<file path="src/rtl/hb_pkg.sv">
// Shared constants, coefficients, FSM state type and tap-visit order for the
// time-multiplexed halfband. HB_SKIP_ZERO_TAPS_EN selects the nonzero-tap visit order.
package hb_pkg;

  localparam int WIDTH  = 18;
  localparam int LENGTH = 15;
  localparam int NTAPS  = (LENGTH + 1) / 2;
  localparam int ACC_W  = 40;

  // Output slice of the 2s34 accumulator that forms the 1s17 result
  localparam int Y_MSB = 2 * WIDTH - 2;
  localparam int Y_LSB = WIDTH - 1;

  typedef enum logic [1:0] {IDLE, MAC, DONE} state_t;
  typedef logic [2:0] tap_t;

  localparam logic signed [WIDTH-1:0] HSYS [NTAPS] = '{
    -18'sd80, 18'sd0, 18'sd786, 18'sd0, -18'sd3924, 18'sd0, 18'sd19602, 18'sd32768
  };

  localparam tap_t TAP_SEQ_ALL  [NTAPS] = '{3'd0, 3'd1, 3'd2, 3'd3, 3'd4, 3'd5, 3'd6, 3'd7};
  localparam tap_t TAP_SEQ_SKIP [NTAPS] = '{3'd0, 3'd2, 3'd4, 3'd6, 3'd7, 3'd7, 3'd7, 3'd7};

`ifdef HB_SKIP_ZERO_TAPS_EN
  localparam int   NVISIT = 5;
  localparam tap_t TAP_SEQ [NTAPS] = TAP_SEQ_SKIP;
`else
  localparam int   NVISIT = NTAPS;
  localparam tap_t TAP_SEQ [NTAPS] = TAP_SEQ_ALL;
`endif

  localparam tap_t VIS_LAST = tap_t'(NVISIT - 1);

  localparam logic signed [WIDTH-1:0] Y_MAX = {1'b0, {(WIDTH-1){1'b1}}};
  localparam logic signed [WIDTH-1:0] Y_MIN = {1'b1, {(WIDTH-1){1'b0}}};

endpackage

</file>
<file path="src/rtl/hb_mac_unit.sv">
// Shared pre-adder and multiplier feeding one accumulator; one product per
// enabled cycle, cleared at the start of each output sample.
module hb_mac_unit
  import hb_pkg::*;
(
  input  logic                     sys_clk,
  input  logic                     reset,
  input  logic                     clr,
  input  logic                     en,
  input  logic                     center,
  input  logic signed [WIDTH-1:0]  xa,
  input  logic signed [WIDTH-1:0]  xb,
  input  logic signed [WIDTH-1:0]  coef,
  output logic signed [ACC_W-1:0]  acc
);

  logic signed [WIDTH-1:0]   pre_p0;
  logic signed [2*WIDTH-1:0] prod_p0;
  logic signed [ACC_W-1:0]   acc_p1;

  // Stage p0: operands are 2s16, so the 18-bit pre-add cannot overflow
  always_comb begin
    pre_p0  = center ? xa : xa + xb;
    prod_p0 = pre_p0 * coef;
  end

  // Stage p1: accumulate the sign-extended 2s34 product
  always_ff @(posedge sys_clk) begin
    if (reset || clr) begin
      acc_p1 <= '0;
    end else if (en) begin
      acc_p1 <= acc_p1 + {{(ACC_W-2*WIDTH){prod_p0[2*WIDTH-1]}}, prod_p0};
    end
  end

  assign acc = acc_p1;

endmodule

</file>
<file path="src/rtl/halfband_mac_sched.sv">
// Time-multiplexed 15-tap symmetric halfband: FSM, delay line, tap sequencing
// and output saturation. HB_SKIP_ZERO_TAPS_EN (in hb_pkg) skips the zero taps.
module halfband_mac_sched
  import hb_pkg::*;
(
  input  logic                     sys_clk,
  input  logic                     reset,
  input  logic                     sam_clk_en,
  input  logic signed [WIDTH-1:0]  x_in,
  output logic signed [WIDTH-1:0]  y,
  output logic                     y_valid,
  output logic                     busy,
  output logic                     overrun
);

  state_t                   state;
  tap_t                     vis_idx;
  tap_t                     k_tap;
  logic [3:0]               mir_idx;
  logic                     accept;
  logic                     mac_en;
  logic                     center;
  logic signed [WIDTH-1:0]  x_dl [LENGTH];
  logic signed [WIDTH-1:0]  tap_a;
  logic signed [WIDTH-1:0]  tap_b;
  logic signed [WIDTH-1:0]  coef;
  logic signed [ACC_W-1:0]  acc;

  function automatic logic signed [WIDTH-1:0] sat_out(input logic signed [ACC_W-1:0] a);
    logic [ACC_W-1-Y_MSB:0] top;
    top = a[ACC_W-1:Y_MSB];
    if (!((&top) || (~|top))) begin
      return a[ACC_W-1] ? Y_MIN : Y_MAX;
    end
    return a[Y_MSB:Y_LSB];
  endfunction

  always_comb begin
    accept  = sam_clk_en && (state == IDLE);
    mac_en  = (state == MAC);
    k_tap   = TAP_SEQ[vis_idx];
    mir_idx = 4'(LENGTH - 1) - {1'b0, k_tap};
    center  = (k_tap == tap_t'(NTAPS - 1));
    tap_a   = x_dl[k_tap];
    tap_b   = x_dl[mir_idx];
    coef    = HSYS[k_tap];
  end

  always_ff @(posedge sys_clk) begin
    if (reset) begin
      for (int i = 0; i < LENGTH; i++) x_dl[i] <= '0;
    end else if (accept) begin
      x_dl[0] <= {x_in[WIDTH-1], x_in[WIDTH-1:1]};
      for (int i = 1; i < LENGTH; i++) x_dl[i] <= x_dl[i-1];
    end
  end

  always_ff @(posedge sys_clk) begin
    if (reset) begin
      state   <= IDLE;
      vis_idx <= '0;
      y       <= '0;
      y_valid <= 1'b0;
      busy    <= 1'b0;
      overrun <= 1'b0;
    end else begin
      y_valid <= 1'b0;
      overrun <= sam_clk_en && (state != IDLE);
      case (state)
        IDLE: begin
          if (sam_clk_en) begin
            state   <= MAC;
            vis_idx <= '0;
            busy    <= 1'b1;
          end
        end
        MAC: begin
          if (vis_idx == VIS_LAST) state <= DONE;
          else vis_idx <= vis_idx + 3'd1;
        end
        DONE: begin
          y       <= sat_out(acc);
          y_valid <= 1'b1;
          busy    <= 1'b0;
          state   <= IDLE;
        end
        default: begin
          state <= IDLE;
          busy  <= 1'b0;
        end
      endcase
    end
  end

  hb_mac_unit u_mac (
    .sys_clk (sys_clk),
    .reset   (reset),
    .clr     (accept),
    .en      (mac_en),
    .center  (center),
    .xa      (tap_a),
    .xb      (tap_b),
    .coef    (coef),
    .acc     (acc)
  );

endmodule

</file>
<file path="config.mk">
export PLATFORM = sky130hd
export DESIGN_NAME = halfband_mac_sched
export DESIGN_NICKNAME = d
export VERILOG_FILES = /design/src/rtl/hb_pkg.sv /design/src/rtl/hb_mac_unit.sv /design/src/rtl/halfband_mac_sched.sv
export SDC_FILE = /design/constraint.sdc
export NUM_CORES = 1
export LEC_CHECK = 0
export ABC_AREA = 0
export BUFFER_PORTS_ARGS = -buffer_cell sky130_fd_sc_hd__buf_2
export CAP_MARGIN = 25
export CORE_ASPECT_RATIO = 0.75
export CORE_MARGIN = 8
export CORE_UTILIZATION = 30
export CTS_CLUSTER_SIZE = 14
export DETAILED_ROUTE_END_ITERATION = 7
export PLACE_DENSITY = 0.41
export RECOVER_POWER = 25
export SYNTH_ARGS = -nofsm -noshare
export SYNTH_HDL_FRONTEND = slang
export SYNTH_SLANG_ARGS = --single-unit
</file>
<file path="constraint.sdc">
create_clock -name sys_clk -period 16.9 [get_ports sys_clk]
set_clock_uncertainty 0.05 [all_clocks]
set_input_delay 2.535 -clock sys_clk [delete_from_list [all_inputs] [get_ports sys_clk]]
set_output_delay 2.535 -clock sys_clk [all_outputs]
set_load 0.03 [all_outputs]
</file>
Word-level counts from Yosys, hierarchy flattened
Memory sizes are Yosys's and may differ from the RTL's.
Cells that the tools add are included.
W data, S select, Z words.
{ "op_classes": {"addsub": 4, "multipliers": 1, "magnitude_cmp": 2, "n_eq_ne": 7, "n_mux": 40, "bitwise_logic": 18, "reduce_logical": 13} }
{ "ops": {"columns": ["cell", "n"], "rows": [
  ["$mux W18", 21],
  ["$add A40 B40 Y40", 1],
  ["$mul A18 B18 Y36", 1],
  ["$add A18 B18 Y18", 1],
  ["$or A1 B1 Y1", 15],
  ["$mux W3", 4],
  ["$mux W1", 10],
  ["$ge A4 B4 Y1 const B", 2],
  ["$not A3 Y4", 2],
  ["$eq A3 B3 Y1 const B", 2],
  ["$pmux W3 S2", 1],
  ["$reduce_and A6 Y1", 1],
  ["$reduce_or A6 Y1", 1],
  ["$mux W2", 2],
  ["$ne A2 B2 Y1 const B", 2],
  ["$pmux W2 S2", 1],
  ["$reduce_and A2 Y1", 2],
  ["$reduce_bool A2 Y1", 2],
  ["$sub A4 B3 Y4 const A", 1],
  ["$add A3 B1 Y3 const B", 1],
  ["$reduce_and A3 Y1", 1],
  ["$eq A2 B1 Y1 const B", 1],
  ["$eq A2 B2 Y1 const B", 1],
  ["$logic_and A1 B1 Y1", 2],
  ["other kinds (6)", 7]
]} }
{ "totals": {"register_bits": 66, "ram_bits": 270, "romBits": 168, "elab_cells": 95, "n_memories": 3} }
{ "memory_table": {"columns": ["memory", "words", "width", "rd", "rd_clocked_by_memory_dff", "wr", "line_no", "rtl"], "rows": [
  ["x_dl", 15, 18, 16, 0, 15, "halfband_mac_sched.sv:23", "logic signed [WIDTH-1:0] x_dl [LENGTH];"],
  ["(no name shown)", 8, 18, 1, 0, 0, "halfband_mac_sched.sv:46", "coef = HSYS[k_tap];"],
  ["(no name shown)", 8, 3, 1, 0, 0, "halfband_mac_sched.sv:41", "k_tap = TAP_SEQ[vis_idx];"]
]} }

Longest topological paths before layout
Gate-level depths: netlist of run 1.
{ "depth": {"ltp_word": 10, "depth_mapped": 60, "mapped_depth_nobuf": 55} }

By module
A second synthesis of run 1 with hierarchy kept.
{ "unflattened": {"hier_cells": 2930, "hier_area_um2": 30247.8} }
{ "by_module_without_submodules": {"columns": ["mod", "n_inst", "cells_per_inst", "area_each_um2"], "rows": [
  ["hb_mac_unit", 1, 1935, 16801.1],
  ["halfband_mac_sched", 1, 995, 13446.6]
]} }

Worst setup path before layout of run 1
Ideal clock, no wire load.
{ "synth_timing": {"path_type": "flip-flop to flip-flop", "from": "reg vis_idx[0]", "to": "reg u_mac.acc_p1[39], in the netlist u_mac.acc[39]", "setup_time_ps": 70, "t_arrival_ps": 12373, "slack_ps": 4406, "path_stages_with_launch": 56, "n_path_buf": 8, "cell_sequence": "dfxtp_1 > buf_6 > buf_1 > buf_2 > clkbuf_1 > clkbuf_1 > nor2_1 > a21oi_1 > a21oi_1 > o21a_1 > inv_1 > ha_1 > a31o_2 > a21oi_1 > nor2_1 > o21a_1 > nor4_4 > o21ai_0 > (+20 left out) > a211o_1 > a22o_1 > a2111o_1 > and2_1 > xor2_1 > ha_1 > clkbuf_1 > a21o_1 > a21o_1 > a21oi_1 > nand2_1 > a2111oi_0 > o21ai_0 > o211ai_1 > o21ai_0 > and3_1 > or4_1 > a21oi_1"} }
{ "synth_between": {"elab_chain_cells": 10, "elab_cells_between_ends": 15, "cone_classes": "add/sub (3); mul (1); eq/ne (1); mux (5); bitwise (2); memory (3)"} }
{ "synth_lines": {"columns": ["item", "line_no", "rtl"], "rows": [
  ["start: declaration", "halfband_mac_sched.sv:17", "tap_t vis_idx;"],
  ["start signal: assignment", "halfband_mac_sched.sv:79", "else vis_idx <= vis_idx + 3'd1;"],
  ["$not A3 Y4 (implied by the code) *", "halfband_mac_sched.sv:41", null],
  ["$mem_v2 Z8 W3 *", null, null],
  ["$mux W3 (implied by the code) * (2 in series)", "halfband_mac_sched.sv:41", null],
  ["$sub A4 B3 Y4 or $not A3 Y4 (tied branches)", "halfband_mac_sched.sv:42, halfband_mac_sched.sv:46", null],
  ["$mem_v2 Z15 W18 or $mem_v2 Z8 W18 (tied branches)", null, null],
  ["$add A18 B18 Y18 or $mux W18 (tied branches)", "hb_mac_unit.sv:23, halfband_mac_sched.sv:46", null],
  ["$mux W18, on equally long branches", "hb_mac_unit.sv:23, halfband_mac_sched.sv:46", null],
  ["$mul A18 B18 Y36 *", "hb_mac_unit.sv:24", "prod_p0 = pre_p0 * coef;"],
  ["$add A40 B40 Y40 *", "hb_mac_unit.sv:32", "acc_p1 <= acc_p1 + {{(ACC_W-2*WIDTH){prod_p0[2*WIDTH-1]}}, prod_p0};"],
  ["end signal: assignment", "hb_mac_unit.sv:32", null],
  ["end: declaration", "hb_mac_unit.sv:19", "logic signed [ACC_W-1:0] acc_p1;"]
]} }
Every way passes the cells marked *; elsewhere a longest branch is shown, timed or not. The select of a mux whose other input is x is not followed.
A chain may end at the register's enable or synchronous reset.

Worst setup path after layout of run 1
Same ends and word-level chain as after synthesis.

==> results of run 1 <==
-- layer usage --
layer | vias to the layer above | GRT usage (%)
met5 | - | 0
met4 | 2 | 2.58
met3 | 64 | 2.54
met2 | 308 | 20.9
met1 | 9214 | 21.8
li1 | 8838 | -
-- synthesized netlist by cell type (all sizes together), types with 27 or more instances --
| cell | count | area (sq um) |
|---|---|---|
| mux4 | 60 | 1350 |
| clkbuf | 86 | 324 |
| ha | 194 | 2430 |
| nand2 | 183 | 687 |
| nor2b | 100 | 626 |
| nor3 | 28 | 156 |
| and2 | 180 | 1130 |
| o21ai | 47 | 239 |
| nor2 | 211 | 800 |
| inv | 411 | 1540 |
| a211oi | 27 | 203 |
| dfxtp | 65 | 1300 |
| a21o | 52 | 390 |
| mux2i | 48 | 497 |
| edfxtp | 255 | 7660 |
| xnor2 | 60 | 526 |
| fa | 283 | 5670 |
| a21oi | 140 | 701 |
-- area by class of cell --
| type | instances | area [sq um] | area share [%] |
|---|---|---|---|
| Inverter | 413 | 1550 | 5.05 |
| Multi-Input combinational cell | 1824 | 17000 | 55.4 |
| Tap cell | 1237 | 1550 | 5.04 |
| Timing Repair Buffer | 73 | 465 | 1.52 |
| Clock inverter | 20 | 200 | 0.652 |
| Clock buffer | 46 | 970 | 3.16 |
| Antenna cell | 1 | 2.50 | 0.00815 |
| Sequential cell | 320 | 8960 | 29.2 |
-- cells by family (layout without fill, tap and decap cells) --
kind of cell / count (synthesis) / after routing / share of synthesized area (%)
compound gates: 362 / 362 / 8.24
xor+xnor: 86 / 86 / 2.70
fa+ha+maj: 477 / 477 / 29.0
buf+inv: 520 / 552 / 7.07
flops: 320 / 320 / 32.1
mux: 111 / 111 / 6.76
other cells: 0 / 1 / 0
simple gates: 788 / 788 / 14.1
-- worst paths after layout --
| kind | end | slack (ps) | depth (start not counted) |
|---|---|---|---|
| setup reg to reg | u_mac.acc[39] | 2210 | 46 |
| setup / recovery | u_mac.acc[39] | 2210 | 46 |
| hold / removal | y[10] | 410 | 2 |
| hold reg to reg | y[10] | 410 | 2 |
-- through the flow --
stage,hold slack (ps),instances
floorplan,386,2664
global placement,395,3864
detailed placement,400,3866
CTS,407,3932
global route,432,3933
finish,406,3934
-- registers in the layout (all words and copies together) (netlist names) --
register   count
y_valid        1
vis_idx        3
overrun        1
state          2
y             18
u_mac.acc     39
busy           1
x_dl         255
-- tightest hold or removal path, cell delays in order, from the launching register on --
cell	delay [ps]
dfxtp_1	310
nand2_1	50
a21oi_1	50
==> impl_metrics.py, run 1 <==
metrics = {
    "setup_path": {
        "cp.required_ps": 17260,
        "worstSetupPathType": "reg2reg",
        "r2r-start": "vis_idx[0]",
        "endpoint_kind": "register",
        "slowest_stage": "buf_4",
        "crit_path_frequent_cell": "inv_1",
        "path_max_fanout": 40,
        "crit_family": "adder cells",
        "start_kind": "register",
        "critical_path.startpoint": "vis_idx[0]",
        "cp.arrival_ps": 15050,
        "cp_num_buf_inv": 9,
        "crit_path_max_incr_delay_ps": 690,
    },
    "timing": {
        "finalHoldViolations": 0,
        "period_share_pct": 86.9,
        "slew_headroom_pct": -199,
        "final.setup.tns_ps": 0,
        "slew_violations": 265,
        "finalSetupViolations": 0,
        "max_freq_ghz": 0.0681,
        "setup_ws_ps": 2210,
        "fin_crit_ps": 14690,
        "tightest_slew_ps": 4490,
        "rsz0062_at_grt": "no",
    },
    "yosys": {
        "yosys_register_bits": 320,
        "synth_cell_types": 72,
        "synth-edff-count": 255,
        "syn_area_per_cell_sq_um": 10.5,
        "yosys_most_used_dff": "edfxtp_1",
        "syn_area_sq_um": 27900,
        "syn_nets": 3162,
        "synthArstFlopShare_pct": 0,
        "syn_inst": 2664,
        "yosysWarnings": 0,
        "seq_area_frac_synth_pct": 32.1,
    },
    "clock_tree": {
        "clockBufferDepth": 3,
        "cts_hold_buf": 0,
        "cts_max_level": 2,
        "clkTransAtPathRegs_ps": 60,
        "cts_setup_buffers": 0,
        "clkLatencyLatePin_ps": 580,
        "ctsResizeCount": 0,
        "cts_tree": "done",
        "clock_sinks": 320,
        "cts_buffers": 37,
        "cts_root_buf": "clkbuf_16",
    },
    "route": {
        "ant_nets": 0,
        "wl_microns": 72700,
        "vias_per_cell": 4.68,
        "drt_iter0_markers": 1103,
        "post-route-drc-count": 0,
        "dr.pass1.iters": 7,
        "maxUsedRoutingLayer": "met5",
        "wl_met1_microns": 38600,
        "routedWlPerCell_microns": 18.5,
        "wl_met2_microns": 29800,
        "vias": 18400,
        "met3_length_microns": 3310,
    },
    "die": {
        "coreArea_sq_um": 92800,
        "die_x_microns": 368,
        "start_util_pct": 30.1,
        "die_area_sq_um": 103000,
        "die_h_microns": 280,
        "rows": 97,
        "boundaryPins": 42,
    },
    "place": {
        "portBuffers": 40,
        "gp_congestion": 0.850,
        "dpl_worst_slack_ps": 2150,
        "place_hpwl_microns": 54800,
        "place_area_sq_um": 29500,
    },
    "cells_and_area": {
        "final_core_util_pct": 33.1,
        "syn2layout_area_growth_pct": 10.0,
        "drive_above_1_share_pct": 7.90,
        "mostFrequentLayoutCells": "inv_1, fa_1, edfxtp_1, nor2_1, ha_1",
        "fillers": 9444,
        "postLayoutCellArea_sq_um": 30700,
        "mostFrequentLayoutCell": "inv_1",
        "nNetsFinal": 3167,
    },
    "global_route": {
        "globalRouteTotalUtil_pct": 14.2,
        "grt-ovfl-total": 0,
        "antenna_found_initial": 1,
        "grt_pass1_wl_microns": 117000,
        "grt_max_degree": 194,
        "first_global_vias": 19600,
    },
    "run": {
        "cap_violations": 4,
    },
    "run_status": {
        "status": "finished, violations left",
        "failed_checks": "capacitance limit, slew limit",
    },
    "worst_hold_path": {
        "worstHoldStart": "y[10]",
        "hp-class": "reg2reg",
    },
}
Power of run 1 is not shown: default switching activity piles up to over one toggle a cycle in this logic, so the estimate is an artifact.
==> inputs of run 2 (changes only) <==
--- a/config.mk
+++ b/config.mk
@@ -7,14 +7,16 @@
 export LEC_CHECK = 0
 export ABC_AREA = 0
 export BUFFER_PORTS_ARGS = -buffer_cell sky130_fd_sc_hd__buf_2
-export CAP_MARGIN = 25
+export CAP_MARGIN = 5
 export CORE_ASPECT_RATIO = 0.75
 export CORE_MARGIN = 8
 export CORE_UTILIZATION = 30
 export CTS_CLUSTER_SIZE = 14
 export DETAILED_ROUTE_END_ITERATION = 7
+export HOLD_SLACK_MARGIN = 0.1
 export PLACE_DENSITY = 0.41
 export RECOVER_POWER = 25
 export SYNTH_ARGS = -nofsm -noshare
 export SYNTH_HDL_FRONTEND = slang
+export SYNTH_HIERARCHICAL = 1
 export SYNTH_SLANG_ARGS = --single-unit
==> run 2 against run 1 <==
  * The run still ends with capacitance limit, slew limit left
  * Hold slack better by 25 ps
  * Maximum frequency fell by 3.6%
  * First-iteration DRC count is 6.8% lower
  * Non-clock buffer count grew 6
  * Register-to-register slack worse by 540 ps
  * Critical path type unchanged
  * Global-route usage fell by 0.25 points
  * Cell count up 9.1%
  * Wire length is 7.5% higher
  * Via count rose by 9.8%
==> impl_metrics.py, run 2 <==
metrics = {
    "run": {
        "cap_violations": 4,
    },
    "yosys": {
        "synth_largest_area_cell": "edfxtp_1",
        "synth_most_common_cell": "inv_1",
        "synth_cell_types": 85,
        "syn_area_sq_um": 30200,
        "yosys_register_bits": 321,
        "synth_common_cells": "inv_1, and2_1, fa_1, nand2_1, edfxtp_1",
        "seq_area_frac_synth_pct": 29.7,
        "synth-edff-count": 255,
        "yosysWarnings": 6,
        "syn_area_per_cell_sq_um": 10.3,
        "yosysTopAreaCellShare_pct": 25.3,
        "synth_area_leaders": "edfxtp_1, fa_1, and2_1, ha_1, inv_1",
        "yosys_most_used_dff": "edfxtp_1",
        "syn_inst": 2930,
        "synthArstFlopShare_pct": 0,
    },
    "route": {
        "vias": 20200,
        "dr.pass1.iters": 5,
        "ant_nets": 0,
        "routedWlPerCell_microns": 18.2,
        "vias_per_cell": 4.72,
        "wl_microns": 78200,
        "drt_iter0_markers": 1028,
        "post-route-drc-count": 0,
    },
    "cells_and_area": {
        "top_register": "x_dl",
        "nNetsFinal": 3430,
        "mostFrequentLayoutCell": "inv_1",
        "syn2layout_area_growth_pct": 9.16,
        "seqCellArea_sq_um": 8980,
        "drive_above_1_share_pct": 7.15,
        "multi_input_area_sq_um": 19200,
        "largest_register_ffs": 255,
        "mostFrequentLayoutCells": "inv_1, fa_1, and2_1, nand2_1, edfxtp_1",
        "postLayoutCellArea_sq_um": 33000,
        "n_antenna_cell": 0,
        "fillers": 10300,
    },
    "setup_path": {
        "crit_family": "compound AO/OA/AOI/OAI gates",
        "start_kind": "register",
        "cp_num_buf_inv": 7,
        "worstSetupPathType": "reg2reg",
        "critical_path.startpoint": "vis_idx[1]",
        "r2r-start": "vis_idx[1]",
        "crit_path_frequent_cell": "fa_1",
        "endpoint_kind": "register",
        "path_max_fanout": 27,
        "cp.arrival_ps": 15620,
        "worst-path-stages": 49,
        "cp.required_ps": 17290,
        "crit_path_max_incr_delay_ps": 850,
        "slowest_stage": "mux2i_1",
        "rr_worst_depth": 49,
    },
    "clock_tree": {
        "cts_hold_buf": 0,
        "cts_tree": "done",
        "clockBufferDepth": 3,
        "cts_max_level": 2,
        "cts_buffers": 37,
        "clock_sinks": 321,
        "cts_root_buf": "clkbuf_16",
        "ctsResizeCount": 0,
        "clkLatencyLatePin_ps": 570,
        "clkTransAtPathRegs_ps": 60,
        "cts_setup_buffers": 0,
    },
    "timing": {
        "finalSetupViolations": 0,
        "slew_headroom_pct": -186,
        "fin_crit_ps": 15230,
        "rsz0062_at_grt": "no",
        "max_freq_ghz": 0.0656,
        "slew_violations": 214,
        "tightest_slew_ps": 4290,
        "final.setup.tns_ps": 0,
        "finalHoldViolations": 0,
        "period_share_pct": 90.1,
    },
    "die": {
        "coreArea_sq_um": 101000,
        "boundaryPins": 42,
        "die_h_microns": 291,
        "die_area_sq_um": 111000,
        "die_x_microns": 383,
        "start_util_pct": 30.1,
        "rows": 101,
    },
    "global_route": {
        "globalRouteTotalUtil_pct": 14.0,
        "grt_max_degree": 115,
        "antenna_found_initial": 0,
        "grt-ovfl-total": 0,
        "first_global_vias": 21600,
        "grt_pass1_wl_microns": 126000,
    },
    "run_status": {
        "status": "finished, violations left",
        "failed_checks": "capacitance limit, slew limit",
    },
    "worst_hold_path": {
        "hold_depth": 2,
        "hp-class": "reg2reg",
        "worstHoldStart": "busy",
    },
    "place": {
        "place_hpwl_microns": 56800,
        "gp_congestion": 0.772,
        "portBuffers": 40,
        "place_area_sq_um": 31900,
    },
}
-- run 2: cell count changes after synthesis, moves of 13 or more --
cell and change:
a21o_1 -25, a21oi_1 -64, and2_1 +153, fa_1 +42, ha_1 -37, mux2i_1 +33
nand2_1 +90, nor2_1 -77, nor2b_1 +22, o211ai_1 -13, o21ai_0 +17, o21ai_1 +26
-- run 2: metal layers --
layer  up-vias  routed length, microns  GRT usage (%)
met1     10200                   41400           21.4
met4         0                    1190           2.39
met5         -                       0              0
li1       9658                       -              -
met3        75                    3090           2.28
met2       310                   32500           20.7
-- run 2: layout make-up --
cell class                      instances  area share (%)
Clock buffer                           49            3.04
Clock inverter                         15           0.455
Inverter                              403            4.58
Multi-Input combinational cell       2085            58.3
Sequential cell                       321            27.2
Tap cell                             1339            5.07
Timing Repair Buffer                   79            1.39
-- run 2: through the flow --
stage | std cells | hold slack [ps] | setup slack [ps] | util, %
finish | 4291 | 430 | 1670 | 32.8
global route | 4291 | 447 | 633 | 32.8
CTS | 4291 | 433 | 1680 | 32.9
detailed placement | 4227 | 424 | 1700 | 31.8
global placement | 4227 | 412 | 1960 | 31.8
floorplan | 2948 | 400 | 4600 | -
-- run 2: kinds of logic (layout without fill, tap and decap cells) --
group	count (synthesis)	after routing	share of synthesized area, %
muxes	141	141	7.08
AOI/OAI and AO/OA	388	388	8.95
buffers and inverters	542	546	7.03
DFF	321	321	29.7
other	1	19	0.0124
and+or+nand+nor	962	962	16.5
xor gates and xnor gates	93	93	2.72
adders and majority gates	482	482	28.0
-- run 2: worst paths after layout --
path | end | slack, ps
worst max-delay path | u_mac/acc[39] | 1670
worst min-delay path | busy | 430
worst max register to register | u_mac/acc[39] | 1670
worst min register to register | busy | 430
-- run 2: worst reg2reg max path: cells and delay by family, from the launching register on --
family                     cells  cell delay (ps)
buffers and inverters          7             1300
adders and majority gates     10             4830
muxes                          2              970
AOI/OAI and AO/OA             23             5350
DFF                            1              590
and+or+nand+nor                7             2010
Power of run 2 is left out for the same reason.
